[config.mk]
export PLATFORM = sky130hd
export DESIGN_NAME = fifo_stream_out
export DESIGN_NICKNAME = d
export VERILOG_FILES = /design/src/rtl/fifo_stream_pkg.sv /design/src/rtl/stream_skid_buf2.sv /design/src/rtl/fifo_stream_out.sv
export SDC_FILE = /design/constraint.sdc
export NUM_CORES = 1
export LEC_CHECK = 0
export CAP_MARGIN = 15
export CELL_PAD_IN_SITES_DETAIL_PLACEMENT = 1
export CELL_PAD_IN_SITES_GLOBAL_PLACEMENT = 2
export CORE_MARGIN = 5
export CORE_UTILIZATION = 34
export CTS_BUF_LIST = sky130_fd_sc_hd__clkbuf_4
export CTS_CLUSTER_DIAMETER = 30
export DETAILED_ROUTE_END_ITERATION = 16
export GPL_ROUTABILITY_DRIVEN = 0
export PLACE_DENSITY = 0.87
export SYNTH_ARGS = -nofsm -noshare
export SYNTH_HDL_FRONTEND = slang
export SYNTH_SLANG_ARGS = --single-unit
[constraint.sdc]
create_clock -name clk -period 9.5 [get_ports clk]
set_input_delay 2.375 -clock clk [delete_from_list [all_inputs] [get_ports clk]]
set_output_delay 2.375 -clock clk [all_outputs]
set_load 0.02 [all_outputs]
[src/rtl/fifo_stream_pkg.sv]
// fifo_stream_pkg
//   Shared types and constants for the FIFO read-side stream adapter.
//   cnt_t      : occupancy of the 2-entry holding buffer
//   CNT_*      : named occupancy values
//   BUF_DEPTH  : number of holding-buffer entries
//   BEAT_CNT_W : width of the optional accepted-beat counter
package fifo_stream_pkg;

  typedef logic [1:0] cnt_t;

  localparam cnt_t CNT_EMPTY = 2'd0;
  localparam cnt_t CNT_ONE   = 2'd1;
  localparam cnt_t CNT_TWO   = 2'd2;

  localparam int BUF_DEPTH  = 2;
  localparam int BEAT_CNT_W = 32;

endpackage

[src/rtl/stream_skid_buf2.sv]
// stream_skid_buf2
//   Two-entry in-order holding buffer. Entry 0 is always the head; a pop
//   shifts entry 1 down, and a push lands in the first free slot after
//   that shift, so push and pop may happen in the same cycle.
// Ports:
//   clk, rst   : clock, asynchronous active-high reset
//   push       : write push_data at the tail this cycle
//   push_data  : data to append
//   pop        : remove the head this cycle (ignored when empty)
//   head_data  : current head entry
//   count      : number of valid entries (0..2)
module stream_skid_buf2
  import fifo_stream_pkg::*;
#(
  parameter int DATA_WIDTH = 8
) (
  input  logic                  clk,
  input  logic                  rst,
  input  logic                  push,
  input  logic [DATA_WIDTH-1:0] push_data,
  input  logic                  pop,
  output logic [DATA_WIDTH-1:0] head_data,
  output cnt_t                  count
);

  logic [DATA_WIDTH-1:0] entry_q [BUF_DEPTH];
  logic [DATA_WIDTH-1:0] entry_d [BUF_DEPTH];
  cnt_t                  count_d;
  cnt_t                  wr_idx;
  logic                  pop_eff;

  assign pop_eff   = pop && (count != CNT_EMPTY);
  // After a pop the remaining entries sit one slot lower, so the tail
  // slot for an incoming push is the post-pop occupancy.
  assign wr_idx    = count - cnt_t'(pop_eff);
  assign head_data = entry_q[0];

  // Next-state of storage and occupancy: shift on pop first, then place
  // the pushed word into the slot that is free after the shift. The
  // producer never pushes into a full buffer without popping, so wr_idx
  // only ever selects slot 0 or 1.
  always_comb begin
    entry_d = entry_q;
    count_d = count + cnt_t'(push) - cnt_t'(pop_eff);
    if (pop_eff) begin
      entry_d[0] = entry_q[1];
    end
    if (push) begin
      if (wr_idx == CNT_EMPTY) begin
        entry_d[0] = push_data;
      end else begin
        entry_d[1] = push_data;
      end
    end
  end

  // Storage and occupancy registers; reset clears everything so the
  // head reads as zero while the buffer is empty after reset.
  always_ff @(posedge clk or posedge rst) begin
    if (rst) begin
      for (int i = 0; i < BUF_DEPTH; i++) begin
        entry_q[i] <= '0;
      end
      count <= CNT_EMPTY;
    end else begin
      entry_q <= entry_d;
      count   <= count_d;
    end
  end

endmodule

[src/rtl/fifo_stream_out.sv]
// fifo_stream_out
//   Read-side adapter for an async FIFO (rd_clk domain). Issues fifo_rd_en
//   only when the word it fetches is guaranteed a slot in the 2-entry
//   holding buffer, captures fifo_rd_data one cycle later and presents it
//   as a valid/ready stream at one beat per cycle.
//   Optional macro FIFO_STREAM_OUT_STATS_EN adds the beat_count output.
// Ports:
//   clk, rst      : FIFO read clock, asynchronous active-high reset
//   fifo_empty    : FIFO empty flag (may be pessimistic)
//   fifo_rd_en    : FIFO read strobe
//   fifo_rd_data  : FIFO read data, valid RD_LATENCY cycles after rd_en
//   m_valid       : stream valid
//   m_ready       : stream ready from the consumer
//   m_data        : stream data (buffer head)
//   beat_count    : accepted beats, wraps (macro-enabled only)
module fifo_stream_out
  import fifo_stream_pkg::*;
#(
  parameter int DATA_WIDTH = 8,
  parameter int RD_LATENCY = 1
) (
  input  logic                  clk,
  input  logic                  rst,
  input  logic                  fifo_empty,
  output logic                  fifo_rd_en,
  input  logic [DATA_WIDTH-1:0] fifo_rd_data,
  output logic                  m_valid,
  input  logic                  m_ready,
  output logic [DATA_WIDTH-1:0] m_data
`ifdef FIFO_STREAM_OUT_STATS_EN
  ,
  output logic [BEAT_CNT_W-1:0] beat_count
`endif
);

  // The in-flight tracking below assumes exactly one cycle of read latency.
  generate
    if (RD_LATENCY != 1) begin : g_bad_latency
      $error("fifo_stream_out: only RD_LATENCY=1 is supported");
    end
  endgenerate

  cnt_t       count;
  logic       inflight;
  logic       pop;
  logic [2:0] occupancy;

  assign m_valid = (count != CNT_EMPTY);
  assign pop     = m_valid && m_ready;

  // Occupancy seen by a read issued now: what is buffered, plus the word
  // already on its way, minus the beat leaving this cycle. A new read is
  // safe only if that leaves room. This makes fifo_rd_en combinational
  // on m_ready, which is what allows a full buffer to keep streaming.
  assign occupancy  = {1'b0, count} + {2'b00, inflight} - {2'b00, pop};
  assign fifo_rd_en = !rst && !fifo_empty && (occupancy < {1'b0, CNT_TWO});

  // A read issued this cycle returns data next cycle; remembering that
  // here is what decides whether fifo_rd_data is captured. Clearing it on
  // reset drops any word that was in flight when reset hit.
  always_ff @(posedge clk or posedge rst) begin
    if (rst) begin
      inflight <= 1'b0;
    end else begin
      inflight <= fifo_rd_en;
    end
  end

  stream_skid_buf2 #(
    .DATA_WIDTH (DATA_WIDTH)
  ) u_buf (
    .clk       (clk),
    .rst       (rst),
    .push      (inflight),
    .push_data (fifo_rd_data),
    .pop       (pop),
    .head_data (m_data),
    .count     (count)
  );

`ifdef FIFO_STREAM_OUT_STATS_EN
  // Counts every accepted beat; natural wrap at 2^BEAT_CNT_W.
  always_ff @(posedge clk or posedge rst) begin
    if (rst) begin
      beat_count <= '0;
    end else if (pop) begin
      beat_count <= beat_count + 1'b1;
    end
  end
`endif

endmodule

**Yosys cells after proc, flatten, opt, wreduce, memory -nomap -nowiden**

Index checks and enable logic that the tools add are counted.

- Logic and storage cells: 24
- Register bits: 19
- Output and inout port bits: 10
- Input port bits: 12

- Add/subtract/negate cells: 5
- Order comparisons: 1
- Bitwise operators: 1
- Reduce and logical (&&, ||, !) cells: 9
- Multiplexer cells: 4

Operators by type and width:

| kind | number |
|---|---|
| two-way mux 8 bit | 3 |
| two-way mux 16 bit | 1 |
| logical AND 1 bit | 4 |
| subtractor 2 x 1 -> 2 bit | 2 |
| adder 2 x 1 -> 3 bit | 1 |
| < comparator 3 x 2 -> 1 bit, second input constant | 1 |
| subtractor 3 x 1 -> 3 bit | 1 |
| adder 2 x 1 -> 2 bit | 1 |
| logical NOT 1 bit | 2 |
| logical NOT 2 bit | 1 |
| AND reduction 2 bit | 1 |
| nonzero test 2 bit | 1 |
| inverter 1 bit | 1 |

**Depth between registers and ports, before layout**

Gate-level depths: netlist of the first run.

- Depth after elaboration: 7
- Mapped depth: 9
- Depth with buffers taken out: 9

**By module**

Synthesis of the first run repeated with hierarchy kept, for this count alone.

- Cell total of the unflattened synthesis: 71
- Area total of the unflattened synthesis: 1016.0 µm²

By module, submodules not included:

| module | area an instance (µm²) | instances | cells each |
|---|---|---|---|
| stream_skid_buf2 | 908.4 | 1 | 61 |
| fifo_stream_out | 107.6 | 1 | 10 |

**Worst setup path before layout of the first run**

No wires, ideal clock.

- Path type: input -> output
- From: in m_ready
- To: out fifo_rd_en
- Arrival: 4.431 ns
- Stages on the path: 9
- Slack: 2.694 ns
- Data required time: 7.125 ns
- Cells stage by stage: o21ai_2 -> inv_2 -> ha_1 -> inv_1 -> ha_1 -> inv_1 -> fa_1 -> inv_1 -> nor4_1

- Cells in the longest elaborated chain, start to end: 4

RTL lines:

| element | RTL line | RTL |
|---|---|---|
| from (decl) | fifo_stream_out.sv:28 | `input logic m_ready,` |
| logical AND 1 bit | fifo_stream_out.sv:49 | `assign pop = m_valid && m_ready;` |
| subtractor 3 x 1 -> 3 bit | fifo_stream_out.sv:55 | `assign occupancy = {1'b0, count} + {2'b00, inflight} - {2'b00, pop};` |
| < comparator 3 x 2 -> 1 bit | fifo_stream_out.sv:56 | `assign fifo_rd_en = !rst && !fifo_empty && (occupancy < {1'b0, CNT_TWO});` |
| logical AND 1 bit | fifo_stream_out.sv:56 |  |
| to (decl) | fifo_stream_out.sv:25 | `output logic fifo_rd_en,` |

No other way between the ends.

**Worst setup path in the final report of the first run**

Ends and elaborated chain as after synthesis.

==> results of run 1 <==
==> cell usage in the layout, fill, tap and decap left out <==
cell type / instances
clkbuf_4: 4
a31oi_1: 8
or2_2: 1
inv_1: 5
dfrtp_1: 19
mux2_2: 8
nor4_1: 1
o21ai_2: 2
inv_2: 1
nand3b_2: 1
clkdlybuf4s50_1: 21
fa_1: 1
ha_1: 2
nor2_1: 8
xor2_1: 1
nand2_1: 16
==> cells in the mapped netlist, drive strengths merged <==
master,number
ha,2
nor2,8
a31oi,8
nand3b,1
or2,1
fa,1
nor4,1
o21ai,2
mux2,8
inv,6
xor2,1
buf,9
nand2,16
dfrtp,19
==> sequential cells by signal (all words and copies together) (netlist names) <==
signal / count
u_buf.entry_q: 8
inflight: 1
u_buf.head_data: 8
u_buf.count: 2
==> power by group through the flow <==
stage	clock [mW]	sequential (mW)	combinational (mW)
CTS	0.0450	0.147	0.160
global route	0.0479	0.151	0.175
floorplan	0	0.140	0.124
detailed placement	0	0.148	0.159
finish	0.0434	0.145	0.157
global placement	0	0.146	0.155
==> stage by stage <==
stage                     worst slack [ns]  power [mW]
final                                1.838      0.3453
after floorplan                      2.694      0.2642
after detailed placement             1.831      0.3077
after global routing                 1.655      0.3734
after global placement               1.906      0.3012
after CTS                            1.797      0.3520
==> cell type report <==
cell class	instances	area share (%)
inverter	6	2.045
timing repair buffer	21	19.09
tap	30	3.409
clock buffer	4	2.727
sequential	19	43.18
multi-input combinational	49	29.55
==> final timing paths <==
path,end,slack [ns]
setup / recovery,fifo_rd_en,1.84
hold / removal,u_buf.entry_q[3],0.52
setup reg to reg,inflight,6.86
hold reg to reg,u_buf.entry_q[3],0.52
max in group asynchronous,u_buf.head_data[1],6.53
min in group asynchronous,u_buf.count[1],2.51
==> worst reg2reg max path, cell delays in order (launching register included) <==
cell and delay, ns:
dfrtp_1 0.48, o21ai_2 0.40, inv_2 0.17, ha_1 0.33
inv_1 0.10, ha_1 0.15, inv_1 0.05, fa_1 0.48
inv_1 0.05, nor4_1 0.31
==> layer usage <==
| layer | up-vias | global-route usage [%] | share of wire, % |
|---|---|---|---|
| met4 | 0 | 2.786 | 0.86 |
| met2 | 15 | 17.22 | 49 |
| met3 | 2 | 5.031 | 6.3 |
| met5 | - | 0 | 0 |
| li1 | 305 | - | - |
| met1 | 299 | 13.56 | 44 |
==> kinds of logic (layout without fill, tap and decap cells) <==
family,count (synthesis),count (layout),share of synthesized area [%]
adders and majority gates,3,3,5.035
and+or+nand+nor,27,27,12.73
DFF,19,19,53.15
buffers and inverters,15,31,10.49
xor gates and xnor gates,1,1,0.9792
muxes,8,8,10.07
AOI/OAI and AO/OA,10,10,7.553
==> metrics.txt, run 1 <==
placed insts ~130; Fin Hold WS approximately 0.52 ns; Syn. warnings 0; status complete, no violations; die area approximately 0.0038 mm²; fin nets about 120; Power Density roughly 310 mW/mm²; Hold Fails Final Rpt 0; post-route cell area 0.001101 mm²; Max-Slew Margin vs Limit between 50% and 60%; CP cell instances clkdlybuf4s50_1 > o21ai_2 > inv_2 > ha_1 > inv_1 > ha_1 > inv_1 > fa_1 > inv_1 > nor4_1 > clkdlybuf4s50_1; cell taking the most area after synthesis dfrtp_1; DRT iter0 DRCs 13; total congestion overflow 0; VDD IR-drop max 0.1414 mV; largest net degree at the start of global routing 20; WS Path Type input port to output pin; share of cells above drive strength 1 between 10% and 20%; Area after DPL around 0.0011 mm²; Die W 61.30 µm; CTS Root Cell clkbuf_4; hold buffers post-CTS 0; Seq pwr share 42.1%; worst clock skew 0.003800 ns; Starting Density a little over a third; CTS sink cnt 19; drt pass-1 iters 3; Area contributors post-synth dfrtp_1 (53%), mux2_2 (10%), buf_4 (6.7%), nand2_1 (6.7%), a31oi_1 (5.6%); first-pass GRT wire length 2.925 mm; final std cells w/o fill about 130; multi-input gate area in the final layout 325.3 µm²; drt drc 0; Max stage delay on crit path 0.68 ns; number of synthesized register bits 19; hold-critical path depth 1; Max stage delay cell, worst path clkdlybuf4s50_1; hold crit path type flip-flop to flip-flop; Worst EP required slightly above 7 ns; crit-path max FO 9; Final Cycle Share between 80 and 90%; worst hold start u_buf.entry_q[3]; # rows 18; routed length per placed instance 13.47 µm; Total Routed Length between 1.5 and 2 mm; num ports 22; register area 475.5 µm²; sequential share of the synthesized area 53.15%; Clock Latency Late Sink 0.29 ns; PostCTS Resize Cnt 0; Gate Count Post-Synth 83; worst-margin pin slew 0.7178 ns; Clock Pin Slew Worst Setup and Hold Paths 0.10 ns; switch share 36.77%; Setup TNS 0 ns; DRT antenna net count 0; Clk network pwr share 12.6%; TritonCTS clock tree done; CTS buffer count 3; part of the power in combinational logic 45.3%; H-tree depth 1; Worst setup SP type input port; Int Power 218.3 µW; Final Setup Violations 0; fmax between 0.1 and 0.15 GHz; Mapped Area 894.6 µm²; Setup Buffers After CTS 0; hpwl dp 1.328 mm; Slew Limit Fails 0; Synth top area share 53.15%; family with the most delay on the worst path buffers and inverters; post-synth cell types 16; Final Util 44.04%; Fill cells 287; vias in the first global route 654; Reg2Reg Depth 9; Psw approximately 130 µW; Area growth syn-to-layout 23.08%; Mapped Avg Cell Area ~11 µm²; synthesized net count 98; LEAKAGE slightly below 0.5 nW; most frequent CP cell inv_1; via count 621; Core Area ~0.0025 mm²; I/O Buffers 21; Critical Path Stages 11; Arr. time, crit path 5.29 ns; Chip Height approximately 61 µm; max-cap violations 0; ANT cells 0; Tmin final 7.662 ns; Vias per Instance 4.814; beginning of the critical path m_ready; RSZ-0062 raised after global routing false; clk buf depth 2; Reg2Reg Launch Point u_buf.count[1]; critical path capture point type output pin; antenna violations before repair 0; GRT Total Usage 10.92%; CP bufs+invs 6
(Power assumes the default switching activity.)
==> run 2, diff against run 1 <==
--- a/config.mk
+++ b/config.mk
@@ -9,12 +9,12 @@
 export CELL_PAD_IN_SITES_DETAIL_PLACEMENT = 1
 export CELL_PAD_IN_SITES_GLOBAL_PLACEMENT = 2
 export CORE_MARGIN = 5
-export CORE_UTILIZATION = 34
+export CORE_UTILIZATION = 28
 export CTS_BUF_LIST = sky130_fd_sc_hd__clkbuf_4
 export CTS_CLUSTER_DIAMETER = 30
 export DETAILED_ROUTE_END_ITERATION = 16
 export GPL_ROUTABILITY_DRIVEN = 0
-export PLACE_DENSITY = 0.87
+export PLACE_DENSITY = 0.77
 export SYNTH_ARGS = -nofsm -noshare
 export SYNTH_HDL_FRONTEND = slang
 export SYNTH_SLANG_ARGS = --single-unit
==> constraint.sdc (replaced) <==
create_clock -name clk -period 6.85 [get_ports clk]
set_input_delay 1.7125 -clock clk [delete_from_list [all_inputs] [get_ports clk]]
set_output_delay 1.7125 -clock clk [all_outputs]
set_load 0.02 [all_outputs]
==> run 2 against run 1 <==
Sequential share of layout area is 0.58 points lower; hold slack better by 0.0036 ns; core utilization is 7.5 points lower; critical endpoint unchanged; largest cell class unchanged.
==> metrics.txt, run 2 (synthesis results as in run 1) <==
status complete, no violations (unchanged); clk buf depth 2 (unchanged); H-tree depth 1 (unchanged); num ports 22 (unchanged); Vias per Instance 4.406 (was 4.814); most frequent CP cell inv_1 (unchanged); first-pass GRT wire length 3.194 mm (was 2.925 mm); Seq pwr share 42.3% (was 42.1%); setup ws final 0.5392 ns (was 1.838 ns); VDD IR-drop max 0.1505 mV (was 0.1414 mV); CTS buffer count 3 (unchanged); part of the power in combinational logic 45.6% (was 45.3%); switch share 37.72% (was 36.77%); WS Path Type input port to output pin (unchanged); Int Power 297.8 µW (was 218.3 µW); commonest non-fill, non-tap cell in the layout clkdlybuf4s50_1 (unchanged); share of cells above drive strength 1 17.17% (unchanged); CTS sink cnt 19 (unchanged); Chip Height 66.53 µm (was 61.30 µm); Total Routed Length 1.858 mm (was 1.737 mm); Max stage delay on crit path 0.67 ns (was 0.68 ns); CTS Root Cell clkbuf_4 (unchanged); die area 0.004426 mm² (was 0.003757 mm²); Fill cells 365 (was 287); Worst setup SP type input port (unchanged); Starting Density 29.30% (was 35.79%); Fin Hold WS 0.5257 ns (was 0.5221 ns); PostCTS Resize Cnt 0 (unchanged); Clock Pin Slew Worst Setup and Hold Paths 0.12 ns (was 0.10 ns); worst clock skew 0.009926 ns (was 0.003800 ns); hold crit path type flip-flop to flip-flop (unchanged); antenna violations before repair 0 (unchanged); I/O Buffers 21 (unchanged); drt pass-1 iters 3 (unchanged); DRT iter0 DRCs 28 (was 13); TritonCTS clock tree done (unchanged); commonest non-fill, non-tap cells in the layout clkdlybuf4s50_1 (21), dfrtp_1 (19), nand2_1 (16) (unchanged); multi-input gate area in the final layout 325.3 µm² (unchanged); Hold Fails Final Rpt 0 (unchanged); final std cells w/o fill 143 (was 129); Max stage delay cell, worst path clkdlybuf4s50_1 (unchanged); register area 475.5 µm² (unchanged); Final Setup Violations 0 (unchanged); # rows 20 (was 18); critical path capture point type output pin (unchanged); routed length per placed instance 12.99 µm (was 13.47 µm); Setup TNS 0 ns (unchanged); max-cap violations 0 (unchanged); hold buffers post-CTS 0 (unchanged); Worst EP required 5.14 ns (was 7.13 ns); Max-Slew Margin vs Limit 50.78% (was 52.09%); hpwl dp 1.396 mm (was 1.328 mm); Power Density 428.5 mW/mm² (was 313.6 mW/mm²); Psw 180.4 µW (was 127.0 µW); largest net degree at the start of global routing 20 (unchanged); drt drc 0 (unchanged); GRT Total Usage 9.883% (was 10.92%); Setup Buffers After CTS 0 (unchanged); worst-margin pin slew 0.7375 ns (was 0.7178 ns); DRT antenna net count 0 (unchanged); Die W 66.53 µm (was 61.30 µm); fmax ~0.16 GHz; Area growth syn-to-layout 24.76% (was 23.08%); Clock Latency Late Sink 0.30 ns (was 0.29 ns); DP Worst Slack 0.4877 ns (was 1.831 ns); Core Area 0.003053 mm² (was 0.002500 mm²); Final Cycle Share 92.13%; fin nets 115 (unchanged); total congestion overflow 0 (unchanged); ANT cells 0 (unchanged); vias in the first global route 697 (was 654); crit-path max FO 9 (unchanged); RSZ-0062 raised after global routing false (unchanged); via count 630 (was 621); CP cell instances clkdlybuf4s50_1 > o21ai_2 > inv_2 > ha_1 > inv_1 > ha_1 > inv_1 > fa_1 > inv_1 > nor4_1 > clkdlybuf4s50_1 (unchanged); Clk network pwr share 12.0% (was 12.6%); LEAKAGE 0.4947 nW (was 0.4953 nW); placed insts 139 (was 125); Arr. time, crit path 4.60 ns (was 5.29 ns); Slew Limit Fails 0 (unchanged); Tmin final 6.311 ns
-- run 2: changes by cell type in the layout (fill, tap and decap cells not counted) --
cell | previous run | this run
clkinv_2 | 0 | 1
clkbuf_4 | 4 | 3
-- run 2: path summary, 6_finish.rpt --
| check | start | endpoint | slack [ns] | cells past startpoint |
|---|---|---|---|---|
| setup / recovery | m_ready | fifo_rd_en | 0.54 | 11 |
| hold / removal | u_buf.entry_q[5] | u_buf.entry_q[5] | 0.53 | 1 |
| setup reg to reg | u_buf.count[1] | inflight | 4.23 | 9 |
| hold reg to reg | u_buf.entry_q[5] | u_buf.entry_q[5] | 0.53 | 1 |
| max in group asynchronous | rst | u_buf.entry_q[4] | 4.53 | 2 |
| min in group asynchronous | rst | u_buf.head_data[4] | 1.85 | 2 |
-- run 2: critical path, delay by kind of cell --
kind / cells / cell delay [ns]
buffers and inverters: 6 / 1.47
adder cells (fa/ha/maj): 3 / 0.96
AO/OA/AOI/OAI: 1 / 0.17
AND/OR/NAND/NOR: 1 / 0.29
-- run 2: per-stage QoR --
step	utilization, %	area [µm²]	total power [mW]
2_1_floorplan	-	894.6	0.3664
3_3_place_gp	35.66	1089	0.4194
3_5_place_dp	35.66	1089	0.4301
4_1_cts	36.56	1116	0.4894
5_1_grt	36.56	1116	0.5197
6_report	36.56	1116	0.4782
-- run 2: power by group through the flow --
stage / Clock, mW / Combinational [mW] / Sequential [mW]
2_1_floorplan: 0 / 0.172 / 0.194
3_5_place_dp: 0 / 0.224 / 0.206
4_1_cts: 0.0608 / 0.225 / 0.204
3_3_place_gp: 0 / 0.215 / 0.204
5_1_grt: 0.0662 / 0.243 / 0.210
6_report: 0.0576 / 0.218 / 0.203
-- run 2: cell type report --
class	instances	area share, %
Clock buffer	3	2.018
Clock inverter	1	0.4484
Inverter	6	2.018
Multi-Input combinational cell	49	29.15
Sequential cell	19	42.60
Tap cell	44	4.933
Timing Repair Buffer	21	18.83
-- run 2: per-layer routing --
| layer | global-route usage (%) | vias up | wire (µm) |
|---|---|---|---|
| met5 | 0 | - | 0 |
| met4 | 3.299 | 0 | 23 |
| met3 | 4.553 | 4 | 139 |
| met2 | 16.23 | 16 | 893 |
| met1 | 11.29 | 306 | 802 |
| li1 | - | 304 | - |
